==> config.mk <==
export PLATFORM = sky130hd
export DESIGN_NAME = alarm_ringer_flat
export DESIGN_NICKNAME = d
export VERILOG_FILES = /design/src/rtl/alarm_pkg.sv /design/src/rtl/alarm_ringer_if.sv /design/src/rtl/alarm_tone_gen.sv /design/src/rtl/alarm_ringer.sv /design/src/flat_wrapper.sv
export SDC_FILE = /design/constraint.sdc
export NUM_CORES = 1
export LEC_CHECK = 0
export CAP_MARGIN = 20
export CORE_MARGIN = 3
export CORE_UTILIZATION = 29
export CTS_CLUSTER_SIZE = 14
export DETAILED_ROUTE_END_ITERATION = 10
export SKIP_CTS_REPAIR_TIMING = 1
export SYNTH_ARGS = -nofsm -noshare
export SYNTH_HDL_FRONTEND = slang
export SYNTH_HIERARCHICAL = 1
export SYNTH_SLANG_ARGS = --single-unit
==> constraint.sdc <==
create_clock -name CLK -period 2.7 [get_ports CLK]
set_input_delay 0.54 -clock CLK [delete_from_list [all_inputs] [get_ports CLK]]
set_output_delay 0.54 -clock CLK [all_outputs]
set_load 0.1 [all_outputs]
==> src/rtl/alarm_pkg.sv <==
// Shared types and constants for the alarm ringer slice: FSM encoding, time width
// and a seconds-of-day wrapping adder.
package alarm_pkg;

  typedef enum logic [1:0] {
    IDLE   = 2'd0,
    RING   = 2'd1,
    SNOOZE = 2'd2
  } state_t;

  localparam int              TIME_W      = 17;
  localparam logic [TIME_W-1:0] SEC_PER_DAY = 17'd86400;

  // Add an offset to a seconds-of-day value, wrapping past midnight.
  function automatic logic [TIME_W-1:0] time_add(input logic [TIME_W-1:0] t,
                                                 input logic [TIME_W-1:0] delta);
    logic [TIME_W:0] sum;
    sum = {1'b0, t} + {1'b0, delta};
    if (sum >= {1'b0, SEC_PER_DAY}) begin
      sum = sum - {1'b0, SEC_PER_DAY};
    end
    return sum[TIME_W-1:0];
  endfunction

endpackage

==> src/rtl/alarm_ringer_if.sv <==
// Signal bundle between the comparator/keys/pins side (master) and alarm_ringer (slave).
interface alarm_ringer_if;
  import alarm_pkg::*;

  logic              ALARM_DOING;
  logic              SEC_TICK;
  logic [TIME_W-1:0] CURRENT_TIME;
  logic              STOP_KEY;
  logic              SNOOZE_KEY;
  logic              ALARM_ACK;
  logic              RINGING;
  logic              SNOOZING;
  logic              BUZZER;

  modport master (
    output ALARM_DOING, SEC_TICK, CURRENT_TIME, STOP_KEY, SNOOZE_KEY,
    input  ALARM_ACK, RINGING, SNOOZING, BUZZER
  );

  modport slave (
    input  ALARM_DOING, SEC_TICK, CURRENT_TIME, STOP_KEY, SNOOZE_KEY,
    output ALARM_ACK, RINGING, SNOOZING, BUZZER
  );

endinterface

==> src/rtl/alarm_tone_gen.sv <==
// Piezo tone divider: square wave of period 2*TONE_DIV clocks while EN, muted while GATE=0.
// The first enabled clock restarts the divider so every ring starts from a clean phase.
module alarm_tone_gen #(
  parameter int TONE_DIV = 2500
) (
  input  logic CLK,
  input  logic RESETN,
  input  logic EN,
  input  logic GATE,
  output logic BUZZER
);

  localparam int              CNT_W   = $clog2(TONE_DIV + 1);
  localparam logic [CNT_W-1:0] CNT_MAX = CNT_W'(TONE_DIV - 1);

  logic [CNT_W-1:0] cnt_reg;
  logic             en_reg;
  logic             buzzer_reg;

  always_ff @(posedge CLK or negedge RESETN) begin
    if (!RESETN) begin
      cnt_reg    <= '0;
      en_reg     <= 1'b0;
      buzzer_reg <= 1'b0;
    end else begin
      en_reg <= EN;
      if (!EN || !en_reg) begin
        cnt_reg    <= '0;
        buzzer_reg <= 1'b0;
      end else if (cnt_reg == CNT_MAX) begin
        cnt_reg    <= '0;
        buzzer_reg <= GATE ? ~buzzer_reg : 1'b0;
      end else begin
        cnt_reg <= cnt_reg + CNT_W'(1);
        if (!GATE) begin
          buzzer_reg <= 1'b0;
        end
      end
    end
  end

  assign BUZZER = buzzer_reg;

endmodule

==> src/rtl/alarm_ringer.sv <==
// Alarm consumer: rising-edge detect on ALARM_DOING, ring/snooze FSM, ring timeout and buzzer.
// Snooze support (SNOOZE state, wake_time, snooze count) is built only with ALARM_SNOOZE_EN.
module alarm_ringer
  import alarm_pkg::*;
#(
  parameter int TONE_DIV       = 2500,
  parameter int RING_TIMEOUT_S = 60,
  parameter int SNOOZE_S       = 300,
  parameter int MAX_SNOOZE     = 3
) (
  input  logic         CLK,
  input  logic         RESETN,
  alarm_ringer_if.slave bus
);

  localparam int               RSEC_W    = $clog2(RING_TIMEOUT_S + 1);
  localparam logic [RSEC_W-1:0] RSEC_LAST = RSEC_W'(RING_TIMEOUT_S - 1);

  state_t            state_reg, state_next;
  logic              doing_reg;
  logic [RSEC_W-1:0] ring_sec_reg, ring_sec_next;
  logic              beep_phase_reg, beep_phase_next;
  logic              ack_reg, ack_next;
  logic              ringing_reg;
  logic              event_w;
  logic              tone_buzzer;

`ifdef ALARM_SNOOZE_EN
  localparam int              SNZ_W   = $clog2(MAX_SNOOZE + 1);
  localparam logic [SNZ_W-1:0] SNZ_MAX = SNZ_W'(MAX_SNOOZE);

  logic [SNZ_W-1:0]  snooze_cnt_reg, snooze_cnt_next;
  logic [TIME_W-1:0] wake_time_reg, wake_time_next;
  logic              snoozing_reg;
`else
  wire unused_cfg = &{1'b0, bus.SNOOZE_KEY, bus.CURRENT_TIME, SNOOZE_S[0], MAX_SNOOZE[0]};
`endif

  assign event_w = bus.ALARM_DOING & ~doing_reg;

  always_comb begin
    state_next      = state_reg;
    ring_sec_next   = ring_sec_reg;
    beep_phase_next = beep_phase_reg;
    ack_next        = 1'b0;
`ifdef ALARM_SNOOZE_EN
    snooze_cnt_next = snooze_cnt_reg;
    wake_time_next  = wake_time_reg;
`endif
    case (state_reg)
      IDLE: begin
        if (event_w) begin
          state_next      = RING;
          ack_next        = 1'b1;
          ring_sec_next   = '0;
          beep_phase_next = 1'b1;
`ifdef ALARM_SNOOZE_EN
          snooze_cnt_next = '0;
`endif
        end
      end
      RING: begin
        if (bus.STOP_KEY) begin
          state_next = IDLE;
`ifdef ALARM_SNOOZE_EN
        end else if (bus.SNOOZE_KEY && (snooze_cnt_reg < SNZ_MAX)) begin
          state_next      = SNOOZE;
          snooze_cnt_next = snooze_cnt_reg + SNZ_W'(1);
          wake_time_next  = time_add(bus.CURRENT_TIME, TIME_W'(SNOOZE_S));
`endif
        end else begin
          if (bus.SEC_TICK) begin
            beep_phase_next = ~beep_phase_reg;
          end
          // A retrigger restarts the timeout window even if a tick lands on the same clock.
          if (event_w) begin
            ack_next      = 1'b1;
            ring_sec_next = '0;
          end else if (bus.SEC_TICK) begin
            if (ring_sec_reg == RSEC_LAST) begin
              state_next = IDLE;
            end else begin
              ring_sec_next = ring_sec_reg + RSEC_W'(1);
            end
          end
        end
      end
`ifdef ALARM_SNOOZE_EN
      SNOOZE: begin
        if (bus.STOP_KEY) begin
          state_next = IDLE;
        end else if (event_w) begin
          state_next      = RING;
          ack_next        = 1'b1;
          snooze_cnt_next = '0;
          ring_sec_next   = '0;
          beep_phase_next = 1'b1;
        end else if (bus.CURRENT_TIME == wake_time_reg) begin
          state_next      = RING;
          ring_sec_next   = '0;
          beep_phase_next = 1'b1;
        end
      end
`endif
      default: state_next = IDLE;
    endcase
  end

  always_ff @(posedge CLK or negedge RESETN) begin
    if (!RESETN) begin
      state_reg      <= IDLE;
      doing_reg      <= 1'b0;
      ring_sec_reg   <= '0;
      beep_phase_reg <= 1'b0;
      ack_reg        <= 1'b0;
      ringing_reg    <= 1'b0;
    end else begin
      state_reg      <= state_next;
      doing_reg      <= bus.ALARM_DOING;
      ring_sec_reg   <= ring_sec_next;
      beep_phase_reg <= beep_phase_next;
      ack_reg        <= ack_next;
      ringing_reg    <= (state_next == RING);
    end
  end

`ifdef ALARM_SNOOZE_EN
  always_ff @(posedge CLK or negedge RESETN) begin
    if (!RESETN) begin
      snooze_cnt_reg <= '0;
      wake_time_reg  <= '0;
      snoozing_reg   <= 1'b0;
    end else begin
      snooze_cnt_reg <= snooze_cnt_next;
      wake_time_reg  <= wake_time_next;
      snoozing_reg   <= (state_next == SNOOZE);
    end
  end

  assign bus.SNOOZING = snoozing_reg;
`else
  assign bus.SNOOZING = 1'b0;
`endif

  // Tone is driven from next-state values so BUZZER stays aligned with RINGING.
  alarm_tone_gen #(
    .TONE_DIV (TONE_DIV)
  ) u_tone (
    .CLK    (CLK),
    .RESETN (RESETN),
    .EN     (state_next == RING),
    .GATE   (beep_phase_next),
    .BUZZER (tone_buzzer)
  );

  assign bus.ALARM_ACK = ack_reg;
  assign bus.RINGING   = ringing_reg;
  assign bus.BUZZER    = tone_buzzer;

endmodule
==> src/flat_wrapper.sv <==
// flat-port wrapper written by rule: the top's interface ports become plain ports
module alarm_ringer_flat import alarm_pkg::*;
#(
  parameter int TONE_DIV       = 2500,
  parameter int RING_TIMEOUT_S = 60,
  parameter int SNOOZE_S       = 300,
  parameter int MAX_SNOOZE     = 3
)
  (CLK, RESETN, bus_ALARM_DOING, bus_SEC_TICK, bus_CURRENT_TIME, bus_STOP_KEY, bus_SNOOZE_KEY, bus_ALARM_ACK, bus_RINGING, bus_SNOOZING, bus_BUZZER);
  alarm_ringer_if bus_i ();
  input  logic CLK;
  input  logic RESETN;
  input wire logic [$bits(bus_i.ALARM_DOING)-1:0] bus_ALARM_DOING;
  input wire logic [$bits(bus_i.SEC_TICK)-1:0] bus_SEC_TICK;
  input wire logic [$bits(bus_i.CURRENT_TIME)-1:0] bus_CURRENT_TIME;
  input wire logic [$bits(bus_i.STOP_KEY)-1:0] bus_STOP_KEY;
  input wire logic [$bits(bus_i.SNOOZE_KEY)-1:0] bus_SNOOZE_KEY;
  output wire logic [$bits(bus_i.ALARM_ACK)-1:0] bus_ALARM_ACK;
  output wire logic [$bits(bus_i.RINGING)-1:0] bus_RINGING;
  output wire logic [$bits(bus_i.SNOOZING)-1:0] bus_SNOOZING;
  output wire logic [$bits(bus_i.BUZZER)-1:0] bus_BUZZER;
  assign bus_i.ALARM_DOING = bus_ALARM_DOING;
  assign bus_i.SEC_TICK = bus_SEC_TICK;
  assign bus_i.CURRENT_TIME = bus_CURRENT_TIME;
  assign bus_i.STOP_KEY = bus_STOP_KEY;
  assign bus_i.SNOOZE_KEY = bus_SNOOZE_KEY;
  assign bus_ALARM_ACK = bus_i.ALARM_ACK;
  assign bus_RINGING = bus_i.RINGING;
  assign bus_SNOOZING = bus_i.SNOOZING;
  assign bus_BUZZER = bus_i.BUZZER;
  alarm_ringer #(.TONE_DIV(TONE_DIV), .RING_TIMEOUT_S(RING_TIMEOUT_S), .SNOOZE_S(SNOOZE_S), .MAX_SNOOZE(MAX_SNOOZE)) u_core (.CLK(CLK), .RESETN(RESETN), .bus(bus_i));
endmodule
==> impl_metrics.toml <==
[flow_run]
maxCapViolCount = 0

[place]
hpwlAfterDp_um = 1630
gp_congestion = 0.696
placed_cell_area_mm2 = 0.00139
pre_cts_slack_ns = 0.284
io_buffers = 7

[finish]
finalInstanceArea_mm2 = 0.00146
most-common-layout-cells = "dfrtp_1, nor2_1, xor2_1"
final_layout_size_suffix_gt1_frac = 0.129
n_antenna_cell = 0
register_area_um2 = 651
fin_nets = 158
fill_cells = 417
syn2layout_area_growth_pct = 15.6
final_common_cell = "dfrtp_1"
largest_register_ffs = 12
multi_input_area_um2 = 576

[min_path]
holdCritStartpoint = "u_core/u_tone/cnt_reg[0]"
hold_class = "reg -> reg"
holdPathEnd = "u_core/u_tone/cnt_reg[0]"
min_path_cells = 1

[timing]
worst_slack_ns = 0.604
hold_viol = 0
setup_viol = 0
rsz0062_at_grt = "false"
whs_ns = 0.460
fin_crit_sh = 0.776
slew_viol_final = 0
min_period_ns = 2.10
finalSetupTns_ns = 0
clock.fmax_mhz = 477
skew_ns = 0.00359

[synth]
netlist_area_mm2 = 0.00126
syn_area_per_cell_um2 = 10.4
syn-instance-count = 121
synth_area_leaders = "dfrtp_1, xor2_1, nor2_1"
synth_seq_cells = 26
synth-main-ff-cell = "dfrtp_1"
synth_top_area_cell = "dfrtp_1"
yosys_warnings = 6
synth_top_area_share = 0.516
synth-seq-area-share = 0.516
synthArstFlopShare = 1.00
synth_edf_count = 0
synth_cell_type_count = 34

[global_route]
grt_pass1_vias = 875
grt_pass1_wl_um = 4020
antenna_found_initial = 0
grtUsageMet2 = 0.168
busiest_layer = "met2"
grt_use_met3 = 0.0374
grtUsageTotal = 0.0992
grt_start_max_net_pins = 27
use_met1 = 0.121
grt_overflow = 0

[floorplanning]
ios = 27
start_util = 0.308
num_rows = 23
dieHeight_um = 71.9
die_w_um = 71.9
core_mm2 = 0.00409
die_area_mm2 = 0.00517

[setup_path]
start_kind = "input port"
end_kind = "flop"
critPathKind = "in -> reg"
rr_worst_depth = 7
rr_endpoint = "u_core/u_tone/cnt_reg[4]"
rr_startpoint = "u_core/ring_sec_reg[0]"
required_ns = 2.90
crit_arrival_ns = 2.30
reg2reg_slack_ns = 0.63
crit_fanout = 12

[outcome]
outcome = "completed"

[cts]
cts_buffers = 3
cts-htree-levels = 1
clockBufferDepth = 2
insertion_delay_ns = 0.27
clock_tree.root_cell = "clkbuf_8"
clkSlewWorstSetupHoldPaths_ns = 0.09
cts_tree = "done"
cts_sinks = 26

[detailed_routing]
num_vias = 907
drt_iter0_drc = 46
wl_per_cell_um = 13.1
drc = 0
drt_first_pass_iters = 6
routed_wl_um = 2390
ant_nets = 0
via_per_inst = 4.98

[power]
power.density_mw_per_mm2 = 562
irDropWorstVdd_mv = 0.347
leakage_uw = 0.000606
==> logic make-up (layout without fill, tap and decap cells) <==
logic type	after synthesis	in the layout	synth area share
and+or+nand+nor	53	53	0.231
adders and majority gates	2	2	0.0199
DFF	26	26	0.516
AOI/OAI and AO/OA	21	21	0.123
other	1	2	0.00298
buffers and inverters	7	17	0.0298
xor gates and xnor gates	11	11	0.0765
==> worst max-delay path, cell delays in order <==
cell             delay (ns)
clkdlybuf4s50_1        0.50
nor2b_1                0.37
nand2b_1               0.17
a21oi_1                0.26
nand3_2                0.27
nor2_1                 0.19
==> worst max path at each step <==
stage | endpoint | slack (ns) | start
2_1_floorplan | u_core/u_tone/cnt_reg[10] | 0.81 | u_core/ring_sec_reg[0]
3_3_place_gp | u_core/u_tone/cnt_reg[7] | 0.37 | bus_ALARM_DOING
3_5_place_dp | u_core/u_tone/cnt_reg[4] | 0.28 | bus_ALARM_DOING
4_1_cts | u_core/u_tone/cnt_reg[4] | 0.58 | bus_ALARM_DOING
5_1_grt | u_core/u_tone/cnt_reg[6] | 0.43 | bus_ALARM_DOING
6_report | u_core/u_tone/cnt_reg[4] | 0.60 | bus_ALARM_DOING
==> routing by layer <==
layer  share of wire  up-vias  wire length, um
li1                -      445                -
met3           0.050        2              120
met1            0.45      446             1080
met4          0.0038        0                9
met5               0        -                0
met2            0.49       14             1180
==> cell type report <==
cell class	instances	share of cell area
Clock buffer	3	0.0284
Clock inverter	1	0.0206
Inverter	3	0.00773
Multi-Input combinational cell	89	0.395
Sequential cell	26	0.447
Tap cell	50	0.0430
Timing Repair Buffer	10	0.0584
==> synth_stat cells (2+ instances only) <==
library cell,instances
nand3_1,7
nand2_1,7
dfrtp_1,26
buf_4,3
a31oi_1,7
inv_1,3
and2_1,2
xor2_1,10
nor2_1,15
nand3b_1,2
and4_1,2
ha_1,2
nand4_1,4
a21oi_1,5
nand2b_1,4
nor2b_1,2
o21ai_0,3
==> metrics by stage <==
stage / utilization / power, uW / instances
4_1_cts: 0.356 / 829 / 182
3_3_place_gp: 0.339 / 498 / 178
6_report: 0.356 / 819 / 182
3_5_place_dp: 0.339 / 501 / 178
5_1_grt: 0.356 / 854 / 182
2_1_floorplan: - / 474 / 122
==> power by group <==
group	switching [uW]	leakage (uW)	internal, uW	total [uW]
Clock	126	0.0000357	198	325
Sequential	15.8	0.000351	405	421
Combinational	47.0	0.000219	26.4	73.4
Total	189	0.000606	630	819
Power figures use the tool's default switching activity.
==> edit 1: new RTL, config.mk and constraints unchanged <==
Build with the macro `ALARM_SNOOZE_EN` defined.
--- a/src/rtl/alarm_ringer.sv
+++ b/src/rtl/alarm_ringer.sv
@@ -1,5 +1,7 @@
 // Alarm consumer: rising-edge detect on ALARM_DOING, ring/snooze FSM, ring timeout and buzzer.
 // Snooze support (SNOOZE state, wake_time, snooze count) is built only with ALARM_SNOOZE_EN.
+`define ALARM_SNOOZE_EN
+
 module alarm_ringer
   import alarm_pkg::*;
 #(
Function: changed (a bounded check fails within 4 cycles, from zero or initial values and one cycle with RESETN low).
==> edit 1 against the unedited design <==
  * Maximum frequency fell by 18%
  * Setup slack got worse by 460 ps
  * Largest cell class is now multi-input gates
  * Cell count rose to 2.9 times the old value
  * Largest power group unchanged
  * Die area up 110%
  * Power grew 140%
  * Sequential cell count is 20 higher
  * Sequential power is 110% higher
  * Routed wire length rose to 2.8 times the old value
  * Clock skew is 1.3 ps higher
  * Synthesized area increased by 130%
  * Sequential share of layout area fell by 15 points
  * Cell area increased to 2.7 times the old value
  * Critical endpoint is now u_core/wake_time_reg[10]
==> edit 1: results (changes against the unedited design) <==
Synthesis
The total of warnings raised by yosys is 6 (unchanged). The distinct cell type count after synthesis is 55 (+62%). Sorting the synthesized cells by how often they occur yields sky130_fd_sc_hd__dfrtp_1 (46), sky130_fd_sc_hd__nand2_1 (31), sky130_fd_sc_hd__o21ai_0 (30). Sorting the synthesized cells by area gives the leading types as sky130_fd_sc_hd__dfrtp_1 (40%), sky130_fd_sc_hd__xor2_1 (7.3%), sky130_fd_sc_hd__o21ai_0 (5.2%). The number of cells produced by synthesis is 319 (+160%). The proportion of synthesized chip area in sequential cells was 40.2% (-11 points).

GRT
The global-route wire length before repair came to 11,600 um (+190%). The largest net degree at the start of global routing is 47 (+74%). The global-route total usage across every layer was 12.5% (+2.6 points). The via count of the first global-routing pass came to 2,495 (+190%).

Pwr
The leakage power figure is 1.70 nW (+180%). The highest ir drop seen on vdd came to 0.184 mV (-47%).

Drt
The starting DRC count in detailed routing is 120 (+160%). The routed wire length is 6660 um (+180%). The via-per-instance ratio came to 4.81 (-3.5%).

The via count is 2,515 (+180%). The detailed-router iteration count before antenna repair is 4 (-2).

Placed design
The worst setup slack after placement is -680 ps (-964 ps). The number of instances in the placed design is 511 (+190%). The half-perimeter wire length of the detailed placement result is 4930 um (+200%). The final weighted congestion in routability-driven placement is 0.778 (+12%).

The number of input and output port buffers inserted came to 26 (+19).

Setup path
The largest stage delay on the critical path came to 330 ps (-170 ps). On the critical path, the stage with the largest delay is an instance of sky130_fd_sc_hd__or3_4. The worst path arrival time is 2770 ps (+470 ps). The maximum fanout along the worst path is 5 (-7).

Layout
The number of flip-flops in the largest register was 17 (+5). The filler cell count is 943 (+130%). The net count reported at finish is 421 (+170%).

The share of final-layout standard cells stronger than drive strength 1 is 25.9% (+13 points).

Timing
The worst clock skew on the final layout is 4.87 ps (+1.28 ps).

Clocking
The insertion delay to the later sink of the worst-skew pair was 300 ps (+30 ps). The total CTS buffers is 5 (+2). The count of H-tree levels built during CTS is 2 (+1).

Min path
The worst min-delay path class is in2async.

Status
The run finished with clean final reports.
[edit 1: path summary, 6_finish.rpt]
kind                                                from                        to  slack [ps]  cells after the start
worst max register to register   u_core/wake_time_reg[8]    u_core/ring_sec_reg[3]         430                     10
worst min-delay path                              RESETN      u_core/bus.ALARM_ACK         320                      2
worst max-delay path                 bus_CURRENT_TIME[3]  u_core/wake_time_reg[10]         140                     14
min in group CLK                u_core/u_tone/cnt_reg[0]  u_core/u_tone/cnt_reg[0]         470                      1
max in group asynchronous                         RESETN  u_core/u_tone/cnt_reg[0]        1970                      2
worst min register to register  u_core/u_tone/cnt_reg[0]  u_core/u_tone/cnt_reg[0]         470                      1
[edit 1: final cells by class]
type	instances	area share (%)
Clock inverter	2	0.972
Inverter	6	0.583
Sequential cell	46	29.8
Clock buffer	6	1.88
Tap cell	129	4.18
Timing Repair Buffer	79	17.0
Multi-Input combinational cell	255	45.6
[edit 1: per-layer routing]
| metal | share of wire [%] | vias to the layer above | global-route usage (%) | wire length (um) |
|---|---|---|---|---|
| li1 | - | 1283 | - | - |
| met1 | 49 | 1187 | 17.0 | 3280 |
| met2 | 46 | 37 | 19.8 | 3030 |
| met3 | 3.9 | 8 | 2.69 | 259 |
| met4 | 1.3 | 0 | 3.75 | 87 |
| met5 | 0 | - | 0 | 0 |
[edit 1: cell families (layout without fill, tap and decap cells)]
group | count (synthesis) | in the layout | synth area share [%]
compound gates | 88 | 88 | 19.3
xor+xnor | 40 | 40 | 12.5
fa+ha+maj | 5 | 5 | 2.18
buf+inv | 18 | 93 | 3.10
flops | 46 | 46 | 40.2
mux | 5 | 5 | 1.83
simple gates | 117 | 117 | 21.0
[edit 1: through the flow]
| stage | instance area [sq um] | hold slack [ps] |
|---|---|---|
| after CTS | 3700 | 345 |
| after detailed placement | 3590 | 457 |
| after global placement | 3590 | 445 |
| after global routing | 3860 | 379 |
| after floorplan | 2880 | 244 |
| final | 3860 | 321 |
[edit 1: report_power, final]
| part | leakage [nW] | switching [W] | internal [W] | total [W] |
|---|---|---|---|---|
| clock | 0.0514 | 0.000237 | 0.000276 | 0.000514 |
| combinational | 1.05 | 0.000275 | 0.000262 | 0.000537 |
| sequential | 0.606 | 0.0000832 | 0.000793 | 0.000877 |
[edit 1: critical path: cells and delay by family]
| family | cells | cell delay [ps] |
|---|---|---|
| AND/OR/NAND/NOR | 5 | 930 |
| AO/OA/AOI/OAI | 4 | 630 |
| buffers and inverters | 3 | 300 |
| XOR/XNOR | 1 | 200 |
| adder cells (fa/ha/maj) | 1 | 170 |
==> edit 2: new RTL, config.mk and constraints unchanged <==
Without the edit above. Re-encode `state_t` (3 states) as one-hot, 3 bits wide.
--- a/src/rtl/alarm_pkg.sv
+++ b/src/rtl/alarm_pkg.sv
@@ -2,10 +2,10 @@
 // and a seconds-of-day wrapping adder.
 package alarm_pkg;
 
-  typedef enum logic [1:0] {
-    IDLE   = 2'd0,
-    RING   = 2'd1,
-    SNOOZE = 2'd2
+  typedef enum logic [2:0] {
+    IDLE   = 3'b001,
+    RING   = 3'b010,
+    SNOOZE = 3'b100
   } state_t;
 
   localparam int              TIME_W      = 17;
Function: same outputs for any inputs over 10 cycles, from zero or initial values and one cycle with RESETN low; not proved beyond that.
==> edit 2 against the unedited design <==
  * Clock skew rose by 0.73 ps
  * Combinational power fell by 21%
  * Power fell by 13%
  * Cell area rose by 2.9%
  * Sequential cell count rose by 1
  * Routed wire length fell by 3.4%
  * Non-clock buffer count fell by 1
  * Synthesized area rose by 5.6%
  * Setup slack improved by 110 ps
  * Global-route usage fell by 0.35 points
  * Critical path type unchanged
==> edit 2: results (changes against the unedited design) <==
Placed design
The worst setup slack after placement came to 400 ps (+116 ps). The final weighted congestion in routability-driven placement is 0.901 (+29%). The half-perimeter wire length of the detailed placement result is 1670 um (+2.5%).

Synthesis
Ranked by instance count, the synthesized netlist is headed by sky130_fd_sc_hd__dfrtp_1 (26), sky130_fd_sc_hd__nor2_1 (19), sky130_fd_sc_hd__nand3_1 (10), sky130_fd_sc_hd__xor2_1 (10), sky130_fd_sc_hd__nand2_1 (6). Ranked by total cell area, the synthesized netlist is headed by sky130_fd_sc_hd__dfrtp_1 (49%), sky130_fd_sc_hd__xor2_1 (6.6%), sky130_fd_sc_hd__nor2_1 (5.4%). The proportion of synthesized chip area in sequential cells is 50.9% (-0.74 points). The prevailing post-synth register cell is sky130_fd_sc_hd__dfrtp_1. The share of async-settable or async-resettable flops after synthesis is 100% (unchanged).

The distinct cell type count after synthesis is 40 (+18%).

GRT
The global-route wire length before repair is 4070 um (+1.2%). The via count of the first global-routing pass was 922 (+5.4%). The largest net degree at the start of global routing is 28 (+3.7%). The global-route total usage across every layer came to 9.57% (-0.35 points).

Min path
The worst min-delay path class is reg2reg.

Layout
The filler cell count is 454 (+8.9%). The number of flip-flops in the largest register is 12 (unchanged). The net count reported at finish was 161 (+1.9%). The share of final-layout standard cells stronger than drive strength 1 is 14.8% (+1.9 points).

Clocking
The buffer depth of the longest clock path is 2 (unchanged). The count of H-tree levels built during CTS is 1 (unchanged). The insertion delay to the later sink of the worst-skew pair is between 200 and 300 ps.

The clock root buffer is sky130_fd_sc_hd__clkbuf_8.

Drt
The routed wire length is 2310 um (-3.4%). The routed wire length on met3 is 85 um (-29%). The via-per-instance ratio is 4.88 (-2.1%).

The highest layer touched by signal routing is met4. The starting DRC count in detailed routing is 34 (-26%). The met2 wire length is 1090 um (-7.6%).

The routed metal-1 wire length is 1120 um (+3.8%).

Pwr
The leakage power figure is 0.631 nW (+4.3%). The highest ir drop seen on vdd was 0.245 mV (-29%). The reported net switching power was 0.000176 W (-6.6%).

Timing
The worst clock skew on the final layout was 4.32 ps (+0.728 ps). The max-slew headroom at the worst pin is 60.6%.

Setup path
The maximum fanout along the worst path is 12 (unchanged). The worst path arrival time is 2200 ps (-100 ps).

Status
The flow ran to the end, and the final reports show no timing, DRC or antenna violations.
==> edit 2: cell families (layout without fill, tap and decap cells) <==
logic type	count (synthesis)	in the layout	synth area share, %
AOI/OAI and AO/OA	14	14	10.1
other	1	2	0.282
adders and majority gates	2	2	1.88
buffers and inverters	8	17	3.10
xor gates and xnor gates	12	12	7.90
DFF	27	27	50.9
muxes	1	1	0.753
and+or+nand+nor	60	60	25.1
==> edit 2: metal layers <==
| layer | vias to the layer above | track usage (%) |
|---|---|---|
| met4 | 0 | 2.21 |
| met3 | 2 | 3.69 |
| met5 | - | 0 |
| li1 | 450 | - |
| met1 | 447 | 12.0 |
| met2 | 13 | 15.6 |
==> edit 2: through the flow <==
step,std cells,instance area (sq um)
after detailed placement,183,1450
after CTS,187,1500
after floorplan,126,1330
after global placement,183,1450
final,187,1500
after global routing,187,1500
==> edit 2: area by class of cell <==
class	instances	area, sq um	area share (%)
clock inverter	1	7.51	0.501
clock buffer	3	41.3	2.75
inverter	4	15.0	1.00
sequential	27	677	45.2
multi-input combinational	91	616	41.1
tap	52	65.1	4.34
timing repair buffer	9	77.6	5.18
==> edit 2: path summary, 6_finish.rpt <==
check                      slack (ps)                     start  depth (start not counted)                  endpoint
hold reg to reg                   450  u_core/u_tone/cnt_reg[0]                          1  u_core/u_tone/cnt_reg[0]
min in group asynchronous         630                    RESETN                          2  u_core/u_tone/cnt_reg[3]
setup reg to reg                  870    u_core/ring_sec_reg[0]                          7  u_core/u_tone/cnt_reg[3]
hold / removal                    450  u_core/u_tone/cnt_reg[0]                          1  u_core/u_tone/cnt_reg[0]
setup / recovery                  720              bus_STOP_KEY                          6  u_core/u_tone/cnt_reg[3]
max in group asynchronous        1760                    RESETN                          2       u_core/state_reg[0]
==> edit 2: worst max-delay path, stage by stage <==
cell	delay [ps]
sky130_fd_sc_hd__clkdlybuf4s50_1	450
sky130_fd_sc_hd__or3b_4	400
sky130_fd_sc_hd__a211oi_4	250
sky130_fd_sc_hd__a21o_2	160
sky130_fd_sc_hd__nand3_2	220
sky130_fd_sc_hd__nor2_1	170
==> edit 2: power groups by stage <==
stage	sequential, W	combinational [W]	clock (W)
detailed placement	0.000424	0.0000588	0
floorplan	0.000432	0.0000284	0
global placement	0.000423	0.0000575	0
global route	0.000417	0.0000634	0.000263
CTS	0.000416	0.0000590	0.000253
finish	0.000416	0.0000579	0.000239
